## config.mk

```make
export PLATFORM = sky130hd
export DESIGN_NAME = ravan_ingress
export DESIGN_NICKNAME = d
export VERILOG_FILES = /design/src/rtl/ravan_pkg.sv /design/src/rtl/ravan_sync_fifo.sv /design/src/rtl/ravan_ingress.sv
export SDC_FILE = /design/constraint.sdc
export NUM_CORES = 2
export LEC_CHECK = 0
export BUFFER_PORTS_ARGS = -buffer_cell sky130_fd_sc_hd__buf_2
export CAP_MARGIN = 20
export CORE_UTILIZATION = 49
export CTS_CLUSTER_SIZE = 14
export DETAILED_ROUTE_END_ITERATION = 8
export PLACE_DENSITY = 0.76
export REMOVE_ABC_BUFFERS = 1
export SLEW_MARGIN = 20
export SYNTH_ARGS = -nofsm -noshare
export SYNTH_HDL_FRONTEND = slang
export SYNTH_SLANG_ARGS = --single-unit
```

## constraint.sdc

```tcl
create_clock -name clk -period 7.2 [get_ports clk]
set_input_delay 1.08 -clock clk [delete_from_list [all_inputs] [get_ports clk]]
set_output_delay 1.08 -clock clk [all_outputs]
set_load 0.005 [all_outputs]
```

## src/rtl/ravan_pkg.sv

```systemverilog
// Shared types and constants for the ravan ingress front end: beat kinds,
// controller states and key/block geometry.
package ravan_pkg;

    localparam int unsigned KEY_WORDS = 8;
    localparam int unsigned BLOCK_W   = 64;
    localparam int unsigned KEY_W     = KEY_WORDS * BLOCK_W;

    typedef enum logic [1:0] {
        KindEnc  = 2'b00,
        KindDec  = 2'b01,
        KindKey  = 2'b10,
        KindRsvd = 2'b11
    } kind_e;

    typedef enum logic [1:0] {
        StIdle,
        StKeyLoad,
        StKeySettle,
        StStream
    } state_e;

endpackage

```

## src/rtl/ravan_sync_fifo.sv

```systemverilog
// Single-clock FIFO with registered storage; the head entry reads as zero
// whenever the FIFO is empty.
module ravan_sync_fifo #(
    parameter int unsigned WIDTH = 65,
    parameter int unsigned DEPTH = 2
) (
    input  logic             clk,
    input  logic             rst,
    input  logic             push,
    input  logic [WIDTH-1:0] wdata,
    output logic             full,
    input  logic             pop,
    output logic [WIDTH-1:0] rdata,
    output logic             empty
);

    localparam int unsigned PTR_W = $clog2(DEPTH);
    localparam int unsigned CNT_W = PTR_W + 1;

    logic [WIDTH-1:0] mem [DEPTH];
    logic [PTR_W-1:0] wr_ptr_q, rd_ptr_q;
    logic [CNT_W-1:0] count_q;
    logic             do_push, do_pop;

    assign full    = (count_q == CNT_W'(DEPTH));
    assign empty   = (count_q == '0);
    assign do_push = push && !full;
    assign do_pop  = pop && !empty;
    assign rdata   = empty ? '0 : mem[rd_ptr_q];

    // Pointers wrap naturally because DEPTH is a power of two.
    always_ff @(posedge clk or negedge rst) begin
        if (!rst) begin
            wr_ptr_q <= '0;
            rd_ptr_q <= '0;
            count_q  <= '0;
        end else begin
            if (do_push) wr_ptr_q <= wr_ptr_q + 1'b1;
            if (do_pop)  rd_ptr_q <= rd_ptr_q + 1'b1;
            case ({do_push, do_pop})
                2'b10:   count_q <= count_q + 1'b1;
                2'b01:   count_q <= count_q - 1'b1;
                default: count_q <= count_q;
            endcase
        end
    end

    always_ff @(posedge clk) begin
        if (do_push) mem[wr_ptr_q] <= wdata;
    end

endmodule

```

## src/rtl/ravan_ingress.sv

```systemverilog
// Ingress controller: assembles a 512-bit key from key beats, waits out the
// hash pipeline, then forwards tagged data blocks through a small FIFO.
module ravan_ingress
    import ravan_pkg::*;
#(
    parameter int unsigned HASH_LAT   = 4,
    parameter int unsigned FIFO_DEPTH = 2
) (
    input  logic               clk,
    input  logic               rst,
    input  logic               s_valid,
    output logic               s_ready,
    input  logic [BLOCK_W-1:0] s_data,
    input  logic [1:0]         s_kind,
    output logic [KEY_W-1:0]   key,
    output logic               key_update,
    output logic [BLOCK_W-1:0] data_in,
    output logic               enc_op_sel,
    output logic               d_valid,
    input  logic               d_ready,
    output logic               err
);

    localparam int unsigned SET_W = (HASH_LAT > 0) ? $clog2(HASH_LAT + 1) : 1;
    localparam logic [2:0]  LAST_WORD = 3'(KEY_WORDS - 1);

    state_e                           state_q, state_d;
    logic [2:0]                       word_q, word_d;
    logic [SET_W-1:0]                 settle_q, settle_d;
    logic [KEY_WORDS-1:0][BLOCK_W-1:0] shadow_q, shadow_d;
    logic [KEY_W-1:0]                 key_q, key_d;
    logic                             key_update_q, key_update_d;
    logic                             err_q, err_d;

    kind_e            kind;
    logic             fifo_push, fifo_full, fifo_empty;
    logic [BLOCK_W:0] fifo_head;

    assign kind = kind_e'(s_kind);

    always_comb begin
        state_d      = state_q;
        word_d       = word_q;
        settle_d     = settle_q;
        shadow_d     = shadow_q;
        key_d        = key_q;
        key_update_d = 1'b0;
        err_d        = err_q;
        fifo_push    = 1'b0;

        unique case (state_q)
            StIdle, StKeyLoad: s_ready = 1'b1;
            StKeySettle:       s_ready = 1'b0;
            StStream:          s_ready = (kind == KindKey) ? fifo_empty : !fifo_full;
            default:           s_ready = 1'b0;
        endcase

        if (state_q == StKeySettle) begin
            if (settle_q > SET_W'(1)) begin
                settle_d = settle_q - 1'b1;
            end else begin
                settle_d = '0;
                state_d  = StStream;
            end
        end

        if (s_valid && s_ready) begin
            if (kind == KindKey) begin
                if (state_q == StKeyLoad) begin
                    // Word 0 lands in the top slice so the key reads MSB-first.
                    shadow_d[LAST_WORD - word_q] = s_data;
                    if (word_q == LAST_WORD) begin
                        key_d        = shadow_d;
                        key_update_d = 1'b1;
                        settle_d     = SET_W'(HASH_LAT);
                        word_d       = '0;
                        state_d      = StKeySettle;
                    end else begin
                        word_d = word_q + 1'b1;
                    end
                end else begin
                    shadow_d[LAST_WORD] = s_data;
                    word_d              = 3'd1;
                    state_d             = StKeyLoad;
                end
            end else if (state_q == StStream && kind != KindRsvd) begin
                fifo_push = 1'b1;
            end else begin
                err_d = 1'b1;
            end
        end
    end

    always_ff @(posedge clk or negedge rst) begin
        if (!rst) begin
            state_q      <= StIdle;
            word_q       <= '0;
            settle_q     <= '0;
            shadow_q     <= '0;
            key_q        <= '0;
            key_update_q <= 1'b0;
            err_q        <= 1'b0;
        end else begin
            state_q      <= state_d;
            word_q       <= word_d;
            settle_q     <= settle_d;
            shadow_q     <= shadow_d;
            key_q        <= key_d;
            key_update_q <= key_update_d;
            err_q        <= err_d;
        end
    end

    ravan_sync_fifo #(
        .WIDTH (BLOCK_W + 1),
        .DEPTH (FIFO_DEPTH)
    ) u_fifo (
        .clk   (clk),
        .rst   (rst),
        .push  (fifo_push),
        .wdata ({~s_kind[0], s_data}),
        .full  (fifo_full),
        .pop   (d_ready),
        .rdata (fifo_head),
        .empty (fifo_empty)
    );

    assign key        = key_q;
    assign key_update = key_update_q;
    assign err        = err_q;
    assign d_valid    = !fifo_empty;
    assign data_in    = fifo_head[BLOCK_W-1:0];
    assign enc_op_sel = fifo_head[BLOCK_W];

endmodule

```

==> run_results.csv <==
group,metric,value,unit
clock_tree,cts_hold_buf,0,
synthesis,yosysSeqAreaShare,65.28,%
die,die_h,307.6,um
worst_setup_path,critical_path_peak_fanout,39,
synthesis,synth_fa_ha_area_share,0.1367,%
drt,drt-total-wl,112800,um
sta,hold_viol_final,0,
worst_setup_path,rr_worst_depth,4,
power,swShare,27.94,%
cells_and_area,syn_to_final_growth,17.99,%
worst_setup_path,setup.worst_path.end,"data_in[41]",
sta,hold_ws,0.4024,ns
drt,detailroute.via_count,27071,
power,p_sw,5.488,mW
place,dp_hpwl,69350,um
synthesis,synth-compound-area-share,3.045,%
die,core_area,92080,um^2
worst_setup_path,crit_chain,"buf_4, mux2i_1, nor2_1, buf_2",
power,irDropWorstVdd,0.2990,mV
power,clock_power_share,31.0,%
synthesis,synth_top_area_share,56.75,%
clock_tree,clk_pin_slew,0.06,ns
sta,fmax,252.0,MHz
power,seq_power_share,47.6,%
clock_tree,cts_buffers,115,
worst_setup_path,cp.required,6.12,ns
clock_tree,cts_buffer_depth,3,
power,internal-power,14.15,mW
die,boundaryPins,651,
synthesis,synthTopCellsByArea,"dfrtp_1 (57%), mux2_2 (17%), edfxtp_1 (8.5%), mux2i_1 (7.0%), o21ai_0 (2.8%)",
place,dp_slack,3.259,ns
global_routing,grt_pass1_wl,172100,um
power,p_comb_share,21.4,%
power,power_leakage,27.88,nW
global_routing,antenna_found_initial,2,
worst_setup_path,r2r_end,"shadow_q[27]",
synthesis,synth_edf_count,130,
worst_setup_path,rrSetupSlack,3.67,ns
sta,worstMarginPinSlew,1.133,ns
synthesis,synth-main-ff-cell,"dfrtp_1",
synthesis,ys_ff_latch,1168,
sta,finalCriticalPeriod,3.968,ns
drt,final_antenna_net_count,0,
global_routing,grt-ovfl-total,0,
drt,viasPerCell,5.343,
clock_tree,post_cts_buffers,0,
status,run_status,"completed",
worst_setup_path,worst-setup-path-type,"flip-flop to primary output",
worst_setup_path,cpMaxStageDelayCell,"dfrtp_4",
global_routing,track_usage,23.93,%
synthesis,synth_top_family_by_area,"multiplexers",
cells_and_area,drive_gt1_share,41.79,%
die,start_util,49.71,%
worst_setup_path,worst-endpoint-arrival,2.89,ns
clock_tree,cts_resized,0,
synthesis,yosysMostFrequentCell,"dfrtp_1",
worst_hold_path,hold_class,"input pin to async pin",
run,maxCapViolCount,0,
sta,max-slew-margin-rel,24.46,%
clock_tree,cts_root_buf,"clkbuf_16",
clock_tree,numClockSinks,1168,
synthesis,yosys_warnings,0,
synthesis,synthXorXnorAreaFrac,0.09568,%
cells_and_area,fin_cells,5067,
clock_tree,insertion_delay,0.71,ns
synthesis,async_flop_share,88.87,%
drt,drtIter0Drc,1838,
sta,finalMaxSlewViolations,0,
synthesis,syn-cell-area,45770,um^2
sta,final-setup-viol-count,0,
cells_and_area,fin_util,58.65,%
clock_tree,cts_tree,"built",
worst_setup_path,critPathLaunch,"u_fifo.rd_ptr_q",
clock_tree,htree_levels,3,
drt,dr.pass1.iters,7,
cells_and_area,n_antenna_cell,0,
power,p_per_area,363.7,nW/um^2
global_routing,grt_pass1_vias,27833,
cells_and_area,nNetsFinal,3799,
worst_setup_path,end_kind,"primary output",
synthesis,syn_inst,3162,
worst_setup_path,crit_path_start_kind,"flip-flop",
drt,wl_per_cell,22.27,um
die,row_count,111,
global_routing,grt_max_degree,201,
sta,skew,0.01811,ns
worst_setup_path,rr_startpoint,"word_q[2]",
synthesis,synthMuxAreaShare,25.92,%
place,gp_congestion,0.7998,
synthesis,yosysUniqueCellTypes,38,
worst_setup_path,slowest_delay,0.98,ns
sta,fin_crit_sh,55.11,%
place,dpl.cell_count,4850,
die,die_w,307.6,um
synthesis,yosys.area.top_type,"dfrtp_1",
synthesis,yosys.area_share.simple,3.174,%
sta,rsz0062_at_grt,"false",
drt,route.detailed.drc,0,
synthesis,syn_area_per_cell,14.47,um^2
die,dieArea,94630,um^2
sta,final.setup.worst_slack,3.232,ns
place,port_buffers,650,
synthesis,yosys-top-cells-count,"dfrtp_1 (1,038), mux2_2 (701), mux2i_1 (321), nand2_1 (262), o21ai_0 (258)",
metrics by stage:
step | instance area (um^2) | power (mW) | TNS, ns
5_1_grt | 54000 | 20.59 | 0
3_5_place_dp | 50100 | 13.68 | 0
6_report | 54000 | 19.64 | 0
2_1_floorplan | 44720 | 11.90 | -4180.07
3_3_place_gp | 50080 | 13.45 | 0
4_1_cts | 54000 | 19.82 | 0
layout by cell type, fill, tap and decap left out, drive strengths merged, types with 6 or more instances in the layout:
cell type / instances
dfrtp: 1038
mux2: 768
buf: 694
mux2i: 321
nand2: 262
o21ai: 258
clkbuf: 177
edfxtp: 130
nor2: 78
clkinv: 27
inv: 14
a21oi: 6
sequential cells by signal, summed over array words and instances, names as in the netlist, 2 cells and up:
register        count
word_q              3
settle_q            3
u_fifo.mem        130
key               512
shadow_q          512
state_q             2
u_fifo.count_q      2
per-layer routing:
metal	routed length, um	track usage, %	vias to the layer above	share of wire, %
li1	-	-	12162	-
met5	0	0	-	0
met2	54980	39.30	661	49
met4	3810	8.423	0	3.4
met1	46940	30.72	14065	42
met3	7111	6.159	183	6.3
logic make-up after synthesis:
family          after synthesis
fa+ha+maj                     5
simple gates                366
xor+xnor                      5
mux                        1089
buf+inv                     257
flops                      1168
compound gates              272
worst min-delay path by stage:
stage	from	end	cells after the start
global route	rst	key[427]	1
CTS	rst	shadow_q[506]	1
detailed placement	key[102]	key[102]	2
finish	rst	shadow_q[331]	1
floorplan	shadow_q[452]	shadow_q[452]	1
global placement	key[80]	key[80]	2
power groups by stage:
stage | clock network (mW) | logic [mW] | registers, mW
after floorplan | 0 | 2.63 | 9.27
after global placement | 0 | 4.10 | 9.35
after detailed placement | 0 | 4.24 | 9.44
after CTS | 6.19 | 4.28 | 9.35
after global routing | 6.44 | 4.58 | 9.57
final | 6.09 | 4.20 | 9.35
cell type report:
class | count | area (um^2)
fillers | 7256 | 38080
flip-flops and latches | 1168 | 29880
multi-input cells | 1737 | 14930
repair buffers | 694 | 3706
clock buffers | 177 | 3530
well taps | 1243 | 1555
clock inverters | 40 | 371.6
inverters | 8 | 30.03
critical path, delay by kind of cell, from the launching register on:
| family | cells | cell delay [ns] |
|---|---|---|
| multiplexers | 1 | 0.26 |
| buffers and inverters | 2 | 0.80 |
| flip-flops | 1 | 0.98 |
| AND/OR/NAND/NOR | 1 | 0.06 |
Power figures use the tool's default switching activity.
